--- src/rtl/bullet_hit_scanner_if.sv ---
// Collision read port between the bullet store (slave) and the hit scanner (master).
// Handshake: the scanner drives bullet_index as a plain address and the store answers
// combinationally in the same cycle; is_collide is a one-cycle retire strobe for the addressed slot.
interface bullet_hit_scanner_if;
  logic [15:0] bullet_pos;
  logic [15:0] bullet_size;
  logic [1:0]  bullet_color;
  logic        bullet_render;
  logic [2:0]  bullet_index;
  logic        is_collide;

  modport master (
    input  bullet_pos, bullet_size, bullet_color, bullet_render,
    output bullet_index, is_collide
  );

  modport slave (
    output bullet_pos, bullet_size, bullet_color, bullet_render,
    input  bullet_index, is_collide
  );
endinterface

--- src/rtl/bullet_hit_scanner.sv ---
// Walks the bullet store slot by slot, retires bullets that hit the player and tracks HP,
// invulnerability and death. Optional feature macro: BLUE_MOVE_RULE_EN (blue hurts only a moving player).
module bullet_hit_scanner #(
  parameter int NUM_BULLETS   = 3,
  parameter int MAX_HP        = 20,
  parameter int DAMAGE        = 2,
  parameter int HEAL          = 1,
  parameter int INVULN_CYCLES = 16
) (
  input  logic                     clk,
  input  logic                     reset,
  input  logic                     is_run,
  input  logic [15:0]              player_pos,
  input  logic [15:0]              player_size,
  input  logic                     player_moving,
  bullet_hit_scanner_if.master     store,
  output logic [7:0]               hp,
  output logic                     is_dead,
  output logic                     invuln,
  output logic [2:0]               dbg_state_o
);

  localparam logic [2:0] S_IDLE  = 3'd0;
  localparam logic [2:0] S_CHECK = 3'd1;
  localparam logic [2:0] S_EVAL  = 3'd2;
  localparam logic [2:0] S_HIT   = 3'd3;
  localparam logic [2:0] S_DEAD  = 3'd4;

  localparam int              CNT_W    = $clog2(INVULN_CYCLES + 1);
  localparam logic [2:0]      IDX_LAST = 3'(NUM_BULLETS - 1);
  localparam logic [7:0]      MAX_HP_V = 8'(MAX_HP);
  localparam logic [7:0]      DAMAGE_V = 8'(DAMAGE);
  localparam logic [CNT_W-1:0] INV_LOAD = CNT_W'(INVULN_CYCLES);

  logic [2:0]       state_q, state_d;
  logic [2:0]       idx_q, idx_d;
  logic             hit_q, hit_d;
  logic [1:0]       color_q, color_d;
  logic [7:0]       hp_q, hp_d;
  logic             dead_q, dead_d;
  logic [CNT_W-1:0] cnt_q, cnt_d;

  // Box edges widened to 9 bits so boxes near the 255 border do not wrap.
  logic [8:0] px, py, bx, by, px_end, py_end, bx_end, by_end;
  logic       overlap;

  assign px     = {1'b0, player_pos[15:8]};
  assign py     = {1'b0, player_pos[7:0]};
  assign bx     = {1'b0, store.bullet_pos[15:8]};
  assign by     = {1'b0, store.bullet_pos[7:0]};
  assign px_end = px + {1'b0, player_size[15:8]};
  assign py_end = py + {1'b0, player_size[7:0]};
  assign bx_end = bx + {1'b0, store.bullet_size[15:8]};
  assign by_end = by + {1'b0, store.bullet_size[7:0]};
  assign overlap = (px < bx_end) && (bx < px_end) && (py < by_end) && (by < py_end);

  logic       blue_ok;
`ifdef BLUE_MOVE_RULE_EN
  assign blue_ok = player_moving;
`else
  logic unused_moving;
  assign unused_moving = player_moving;
  assign blue_ok       = 1'b1;
`endif

  logic       inv_active, is_green, accept;
  logic [8:0] hp_heal;
  logic [7:0] hp_healed, hp_damaged;
  logic [2:0] idx_next;

  assign inv_active = (cnt_q != '0);
  assign is_green   = (color_q == 2'b01);
  assign accept     = hit_q && (is_green || (!inv_active && ((color_q != 2'b10) || blue_ok)));
  assign hp_heal    = {1'b0, hp_q} + 9'(HEAL);
  assign hp_healed  = (hp_heal > 9'(MAX_HP)) ? MAX_HP_V : hp_heal[7:0];
  assign hp_damaged = (hp_q > DAMAGE_V) ? (hp_q - DAMAGE_V) : 8'd0;
  assign idx_next   = (idx_q == IDX_LAST) ? 3'd0 : idx_q + 3'd1;

  always_comb begin
    state_d = state_q;
    idx_d   = idx_q;
    hit_d   = hit_q;
    color_d = color_q;
    hp_d    = hp_q;
    dead_d  = dead_q;
    cnt_d   = (inv_active && state_q != S_IDLE) ? cnt_q - 1'b1 : cnt_q;

    case (state_q)
      S_IDLE: begin
        idx_d = 3'd0;
        if (is_run) state_d = S_CHECK;
      end
      S_CHECK: begin
        hit_d   = overlap && store.bullet_render;
        color_d = store.bullet_color;
        state_d = S_EVAL;
      end
      S_EVAL: begin
        if (accept) begin
          state_d = S_HIT;
          // HP and invuln move on the edge that raises is_collide.
          if (is_green) begin
            hp_d = hp_healed;
          end else begin
            hp_d   = hp_damaged;
            dead_d = (hp_damaged == 8'd0);
            cnt_d  = INV_LOAD;
          end
        end else begin
          idx_d   = idx_next;
          state_d = S_CHECK;
        end
      end
      S_HIT: begin
        if (hp_q == 8'd0) begin
          state_d = S_DEAD;
        end else begin
          idx_d   = idx_next;
          state_d = S_CHECK;
        end
      end
      S_DEAD:  state_d = S_DEAD;
      default: state_d = S_IDLE;
    endcase

    if (!is_run) begin
      state_d = S_IDLE;
      idx_d   = 3'd0;
      hit_d   = 1'b0;
      hp_d    = MAX_HP_V;
      dead_d  = 1'b0;
      cnt_d   = '0;
    end
  end

  always_ff @(posedge clk) begin
    if (reset) begin
      state_q <= S_IDLE;
      idx_q   <= 3'd0;
      hit_q   <= 1'b0;
      color_q <= 2'b00;
      hp_q    <= MAX_HP_V;
      dead_q  <= 1'b0;
      cnt_q   <= '0;
    end else begin
      state_q <= state_d;
      idx_q   <= idx_d;
      hit_q   <= hit_d;
      color_q <= color_d;
      hp_q    <= hp_d;
      dead_q  <= dead_d;
      cnt_q   <= cnt_d;
    end
  end

  assign store.bullet_index = idx_q;
  assign store.is_collide   = (state_q == S_HIT);
  assign hp                 = hp_q;
  assign is_dead            = dead_q;
  assign invuln             = inv_active;
  assign dbg_state_o        = state_q;

endmodule

--- src/flat_wrapper.sv ---
// flat-port wrapper written by rule: the top's interface ports become plain ports
module bullet_hit_scanner_flat 
#(
  parameter int NUM_BULLETS   = 3,
  parameter int MAX_HP        = 20,
  parameter int DAMAGE        = 2,
  parameter int HEAL          = 1,
  parameter int INVULN_CYCLES = 16
)
  (clk, reset, is_run, player_pos, player_size, player_moving, hp, is_dead, invuln, dbg_state_o, store_bullet_pos, store_bullet_size, store_bullet_color, store_bullet_render, store_bullet_index, store_is_collide);
  bullet_hit_scanner_if store_i ();
  input  logic clk;
  input  logic reset;
  input  logic is_run;
  input  logic [15:0] player_pos;
  input  logic [15:0] player_size;
  input  logic player_moving;
  output logic [7:0] hp;
  output logic is_dead;
  output logic invuln;
  output logic [2:0] dbg_state_o;
  input wire logic [$bits(store_i.bullet_pos)-1:0] store_bullet_pos;
  input wire logic [$bits(store_i.bullet_size)-1:0] store_bullet_size;
  input wire logic [$bits(store_i.bullet_color)-1:0] store_bullet_color;
  input wire logic [$bits(store_i.bullet_render)-1:0] store_bullet_render;
  output wire logic [$bits(store_i.bullet_index)-1:0] store_bullet_index;
  output wire logic [$bits(store_i.is_collide)-1:0] store_is_collide;
  assign store_i.bullet_pos = store_bullet_pos;
  assign store_i.bullet_size = store_bullet_size;
  assign store_i.bullet_color = store_bullet_color;
  assign store_i.bullet_render = store_bullet_render;
  assign store_bullet_index = store_i.bullet_index;
  assign store_is_collide = store_i.is_collide;
  bullet_hit_scanner #(.NUM_BULLETS(NUM_BULLETS), .MAX_HP(MAX_HP), .DAMAGE(DAMAGE), .HEAL(HEAL), .INVULN_CYCLES(INVULN_CYCLES)) u_core (.clk(clk), .reset(reset), .is_run(is_run), .player_pos(player_pos), .player_size(player_size), .player_moving(player_moving), .store(store_i), .hp(hp), .is_dead(is_dead), .invuln(invuln), .dbg_state_o(dbg_state_o));
endmodule
--- config.mk ---
export PLATFORM = sky130hd
export DESIGN_NAME = bullet_hit_scanner_flat
export DESIGN_NICKNAME = d
export VERILOG_FILES = /design/src/rtl/bullet_hit_scanner_if.sv /design/src/rtl/bullet_hit_scanner.sv /design/src/flat_wrapper.sv
export SDC_FILE = /design/constraint.sdc
export NUM_CORES = 1
export LEC_CHECK = 0
export CAP_MARGIN = 20
export CORE_MARGIN = 1.5
export CORE_UTILIZATION = 45
export CTS_CLUSTER_SIZE = 30
export DETAILED_ROUTE_END_ITERATION = 7
export GPL_TIMING_DRIVEN = 0
export PLACE_DENSITY = 0.79
export SLEW_MARGIN = 20
export SYNTH_ARGS = -nofsm -noshare
export SYNTH_HDL_FRONTEND = slang
export SYNTH_SLANG_ARGS = --single-unit
--- constraint.sdc ---
create_clock -name clk -period 3.8 [get_ports clk]
set_clock_uncertainty 0.1 [all_clocks]
set_input_delay 0.76 -clock clk [delete_from_list [all_inputs] [get_ports clk]]
set_output_delay 0.76 -clock clk [all_outputs]
set_load 0.005 [all_outputs]
==> metrics.yaml, run 1 <==
outcome:
  status: "completed"
worst_setup_path:
  critPathArrivalTime_ns: 3.77
  r2r-end: "u_core.hp[3]"
  cp.required_ns: 3.88
  crit_chain: "dlygate4sd2_1 -> ha_2 -> fa_2 -> a211oi_2 -> o21bai_1 -> a21oi_1 -> xor2_1 -> ha_1 -> nand3_2 -> or3b_1 -> or4_4 -> a21oi_4 -> o41ai_2 -> o211a_1"
  endpoint_kind: "flip-flop"
  ff2ff_setup_slack_ns: 1.64
  cp_slowest_cell: "or4_4"
  crit_family: "simple AND/OR/NAND/NOR gates"
  worst_setup_path_start_kind: "primary input"
  cp_slowest_stage_delay_ns: 0.50
  critPathBufInv: 1
  crit_type: "primary input to flip-flop"
  path_max_fanout: 3
  worstReg2RegStart: "u_core.cnt_q[0]"
  worstRegToRegCells: 7
finish:
  nFillCells: 579
  fin_area_um2: 4300
  stdcell_count: 567
  antennaDiodeCount: 0
  area_delta_synth_final_pct: 37.0
  layout-drive-gt1-share_pct: 9.45
  num-nets-final: 630
synthesis:
  syn_area_um2: 3140
  yosys.area_share.simple_pct: 21.8
  synthArstFlopShare_pct: 0
  yosys-top-cells-area: "ha_1 (27%), dfxtp_1 (15%), a21oi_1 (6.4%)"
  seq_area_frac_synth_pct: 14.7
  synth_xor_area_share_pct: 8.09
  synth_nets: 535
  synth_cell_types: 58
  synth_compound_area_share_pct: 22.6
  synth_edf_count: 0
  synth_area_per_cell_um2: 7.98
  synth_top_family_by_area: "adder cells"
  synth_mux_area_share_pct: 0
  synth_adder_area_share_pct: 29.3
  synth.most_common_cell: "ha_1"
  yosys_most_used_dff: "dfxtp_1"
  ys_ff_latch: 23
  yosys_warnings: 0
  yosys.area.top_type: "ha_1"
  synth_top_cell_area_share_pct: 26.7
  synth_cells: 393
  ys_top_cells_by_count: "ha_1 (67), a21oi_1 (40), nor2_1 (35)"
die:
  die_h_um: 86.5
  dieArea_um2: 7480
  ios: 88
  initial_utilization_pct: 46.4
  die_x_um: 86.5
  num_rows: 30
  core_area_um2: 6760
min_path:
  min_from: "u_core.is_dead"
  hold_depth: 2
  min_path_type: "flip-flop to flip-flop"
  hold_path_end: "u_core.is_dead"
pwr:
  seq_power_share_pct: 27.6
  max-vdd-ir-drop_uv: 106
  power.leakage_nw: 1.82
  intPower_w: 0.000573
  powerDensity_nw_per_um2: 207
  switching_power_w: 0.000316
  pwr-share-clk_pct: 18.6
  switching_share_pct: 35.6
  p_comb_share_pct: 53.9
global_route:
  antenna_found_initial: 0
  grt_max_degree: 15
  overflow: 0
  grt_usage_pct: 21.7
  grt_pass1_wl_um: 13300
  grt_pass1_vias: 3046
route:
  vias: 3164
  wl_per_cell_um: 13.9
  dr.pass1.iters: 4
  drt-vias-per-instance: 5.58
  drc_errors: 0
  wl_um: 7860
  ant_nets: 0
  drt_iter0_drc: 105
sta:
  clock.fmax_ghz: 0.270
  maxSlewHeadroom_pct: 64.3
  fin_crit_ns: 3.70
  fin_crit_sh_pct: 97.3
  worst_pin_slew_ns: 0.531
  finalHoldViolCount: 0
  slew_violations: 0
  holdWs_ns: 0.357
  setup_violations: 0
  rsz0062_at_grt: "false"
  fin_tns_setup_ns: 0
cts:
  cts_sinks: 23
  cts_tree: "done"
  path_clk_slew_ns: 0.08
  root_buffer: "clkbuf_8"
  insertion_delay_ns: 0.28
  cts_buffers: 3
  clockBufferDepth: 2
  cts-htree-levels: 1
place:
  io_buffers: 86
  gp_congestion: 0.892
  hpwl_um: 6580
  dp.cells: 559
  placed_cell_area_um2: 4100
flow_run:
  maxCapViolCount: 0
-- routing by layer --
layer  GRT usage [%]  routed length (µm)  share of wire (%)
met3            1.62                 305                3.9
met5               0                   0                  0
met4            5.13                  62               0.79
met2            39.5                3890                 50
met1            27.8                3590                 46
-- flip-flops by register name (all words and copies together) (netlist names) --
name / count
u_core.dbg_state_o: 3
u_core.store.bullet_index: 3
u_core.is_dead: 1
u_core.hp: 8
u_core.cnt_q: 5
u_core.hit_q: 1
u_core.color_q: 2
-- placed cells by master (no fill, tap or decap), types with 3 or more instances in the layout --
cell type	n
dfxtp_1	23
o21ai_1	12
a21oi_2	5
o21ai_2	3
a21o_1	8
nor2b_1	10
o21a_1	5
o31ai_1	3
clkbuf_8	3
a21oi_1	35
xor2_1	17
nand4_1	4
a31oi_1	6
clkdlybuf4s50_1	78
xnor2_1	12
nor2_1	35
nand3_1	14
a211oi_1	5
buf_4	4
ha_1	64
nand2_1	25
nor3_1	12
nand2b_1	6
inv_1	22
dlymetal6s2s_1	4
o21ai_0	12
dlygate4sd2_1	3
-- power groups by stage --
stage	logic (W)	clock network [W]	registers [W]
2_1_floorplan	0.000281	0	0.000250
3_3_place_gp	0.000412	0	0.000250
3_5_place_dp	0.000429	0	0.000251
4_1_cts	0.000459	0.000166	0.000245
5_1_grt	0.000536	0.000176	0.000245
6_report	0.000479	0.000165	0.000245
-- cells by family (layout without fill, tap and decap cells) --
family	after synthesis	after routing
simple gates	129	129
compound gates	114	114
fa+ha+maj	71	71
xor+xnor	29	29
buf+inv	27	121
flops	23	23
-- per-stage QoR --
step                      total power (W)  utilization [%]  setup WS (ns)
after floorplan                  0.000532                -          0.193
after detailed placement         0.000680             60.7         -0.579
after CTS                        0.000870             62.5        0.00415
after global placement           0.000663             60.7         -0.578
final                            0.000889             63.6          0.101
after global routing             0.000957             63.6        0.00215
-- repair_timing --
action,CTS,global route
endpoints found under the hold margin,0,0
hold buffers,0,0
pin swaps,17,16
endpoints found under the setup margin,1,1
resized for setup,17,20
setup buffers,2,2
gates cloned,0,0
-- worst reg2reg max path: cells and delay by family (launching register included) --
kind,cells,cell delay [ns]
AND/OR/NAND/NOR,4,1.21
adder cells (fa/ha/maj),1,0.19
flip-flops,1,0.34
AO/OA/AOI/OAI,1,0.19
buffers and inverters,1,0.06
-- worst max path at each step --
stage	startpoint	endpoint	slack [ns]	cells after the start
5_1_grt	store_bullet_pos[8]	u_core.hit_q	0.002	14
2_1_floorplan	player_pos[0]	u_core.hit_q	0.19	13
3_3_place_gp	player_pos[0]	u_core.hit_q	-0.58	14
4_1_cts	store_bullet_pos[0]	u_core.hit_q	0.004	15
3_5_place_dp	player_pos[0]	u_core.hit_q	-0.58	14
6_report	player_pos[0]	u_core.hit_q	0.10	14
-- area by class of cell --
class / instances / area, µm² / area share (%)
multi-input combinational: 343 / 2680 / 62.4
timing repair buffer: 90 / 897 / 20.9
sequential: 23 / 460 / 10.7
tap: 80 / 100 / 2.33
inverter: 22 / 82.6 / 1.92
clock buffer: 3 / 41.3 / 0.961
buffer: 5 / 28.8 / 0.670
clock inverter: 1 / 7.51 / 0.175
Note: power is estimated with default switching activity, not from simulation.
==> inputs of run 2 (changes only) <==
--- a/config.mk
+++ b/config.mk
@@ -10,8 +10,9 @@
 export CORE_UTILIZATION = 45
 export CTS_CLUSTER_SIZE = 30
 export DETAILED_ROUTE_END_ITERATION = 7
+export DONT_BUFFER_PORTS = 1
 export GPL_TIMING_DRIVEN = 0
-export PLACE_DENSITY = 0.79
+export HOLD_SLACK_MARGIN = 0.12
 export SLEW_MARGIN = 20
 export SYNTH_ARGS = -nofsm -noshare
 export SYNTH_HDL_FRONTEND = slang
==> run 2 against run 1 <==
Against the previous run:
- final cell count decreased by 16%
- fmax increased by 3.4%
- flip-flop and latch count unchanged
- non-clock buffer count decreased by 90
- first-iteration DRC count decreased by 23%
- routed wire length decreased by 8.2%
- via count decreased by 12%
- critical path depth decreased by 1
- largest power group unchanged
- global-route usage decreased by 2.3 points
- die area unchanged
- final area decreased by 23%
==> metrics.yaml, run 2 (synthesis gave the netlist of run 1 again) <==
route:
  drt-vias-per-instance: 5.87
  ant_nets: 0
  drc_errors: 0
  dr.pass1.iters: 4
  met1_length_um: 3070
  wl_met2_um: 3530
  wl_per_cell_um: 15.1
  highest_layer: "met4"
  routed-wl-met3_um: 526
  vias: 2798
  drt_iter0_drc: 81
  wl_um: 7210
global_route:
  grt_pass1_vias: 2745
  grt_usage_pct: 19.4
  grt_pass1_wl_um: 11900
  antenna_found_initial: 0
  grt_max_degree: 15
  overflow: 0
sta:
  maxSlewHeadroom_pct: 66.9
  holdWs_ns: 0.367
  fin_crit_ns: 3.58
  worst_pin_slew_ns: 0.492
  slew_violations: 0
  setup_violations: 0
  finalHoldViolCount: 0
  clock.fmax_ghz: 0.279
  rsz0062_at_grt: "false"
  fin_crit_sh_pct: 94.2
cts:
  cts_buffers: 3
  insertion_delay_ns: 0.27
  cts_hold_buffers: 0
  cts_tree: "done"
  clockBufferDepth: 2
  path_clk_slew_ns: 0.09
  postCtsSetupBuffers: 0
  cts_sinks: 23
  root_buffer: "clkbuf_8"
  cts_resized: 0
  cts-htree-levels: 1
worst_setup_path:
  critPathArrivalTime_ns: 3.65
  crit_type: "primary input to flip-flop"
  cp.depth: 13
  critPathBufInv: 0
  ff2ff_setup_slack_ns: 1.70
  worstRegToRegCells: 7
  worst_setup_path_start_kind: "primary input"
  endpoint_kind: "flip-flop"
  crit_path_frequent_cell: "ha_1"
  crit_chain: "ha_1 -> fa_1 -> a211oi_2 -> o21bai_1 -> a21oi_1 -> xor2_1 -> ha_1 -> nand3_1 -> or3b_1 -> or4_1 -> a21oi_2 -> o41ai_2 -> o211a_1"
  crit_family: "adder cells"
  worstReg2RegStart: "u_core.cnt_q[0]"
  cp_slowest_stage_delay_ns: 0.44
  r2r-end: "u_core.hp[3]"
  cp_slowest_cell: "fa_1"
  path_max_fanout: 3
  cp.required_ns: 3.87
place:
  gp_congestion: 0.835
  io_buffers: 0
  hpwl_um: 6090
finish:
  num-nets-final: 540
  utilization_pct: 48.9
  layout_common_cells: "ha_1 (67), a21oi_1 (39), nor2_1 (35), nand2_1 (25), dfxtp_1 (23)"
  area_delta_synth_final_pct: 5.30
  largest_reg_flops: 8
  final_common_cell: "ha_1"
  antennaDiodeCount: 0
  layout-drive-gt1-share_pct: 6.05
die:
  core_area_um2: 6760
  die_h_um: 86.5
  num_rows: 30
  ios: 88
  initial_utilization_pct: 46.4
  dieArea_um2: 7480
  die_x_um: 86.5
min_path:
  hold_path_end: "u_core.color_q[1]"
  hold_depth: 2
  min_path_type: "flip-flop to flip-flop"
  min_from: "u_core.color_q[1]"
pwr:
  powerDensity_nw_per_um2: 229
  max-vdd-ir-drop_uv: 125
  power.leakage_nw: 1.41
flow_run:
  maxCapViolCount: 0
outcome:
  status: "completed"
## run 2: cell count changes in the layout (fill, tap and decap cells not counted), moves of 4 or more
cell,change
clkdlybuf4s50_1,-78
dlymetal6s2s_1,-4
a21oi_1,+4
buf_4,-4
## run 2: worst max-delay path by stage
stage,from,endpoint
floorplan,player_pos[0],u_core.hit_q
global placement,player_pos[0],u_core.hit_q
detailed placement,player_pos[0],u_core.hit_q
CTS,player_pos[0],u_core.hit_q
global route,player_pos[0],u_core.hit_q
finish,player_pos[0],u_core.hit_q
## run 2: power breakdown
part           switching [W]  internal [W]
clock network      0.0000880     0.0000743
logic               0.000182      0.000168
registers         0.00000228      0.000243
total               0.000272      0.000485
## run 2: metal layers
layer  global-route usage [%]  up-vias
li1                         -     1441
met1                     22.6     1275
met2                     35.6       74
met3                     4.86        8
met4                     4.55        0
met5                        0        -
## run 2: tightest hold or removal path, cell delays in order (launching register included)
cell     delay (ns)
dfxtp_1        0.33
nand2_1        0.05
a21oi_1        0.05
## run 2: layout make-up
type,instances,area [µm²]
fillers,674,3450
plain buffers,5,28.8
clock buffers,3,41.3
multi-input cells,343,2580
well taps,80,100
flip-flops and latches,23,460
inverters,22,82.6
clock inverters,1,7.51
## run 2: metrics by stage
step           setup TNS, ns  cell area (µm²)  std cells  setup slack, ns  total power (W)
2_1_floorplan              0             3140        393            0.193         0.000532
3_3_place_gp          -0.182             3240        473           -0.182         0.000585
3_5_place_dp          -0.216             3240        473           -0.216         0.000594
4_1_cts                    0             3290        477           0.0565         0.000759
5_1_grt                    0             3300        477           0.0524         0.000832
6_report                   0             3300        477            0.221         0.000757
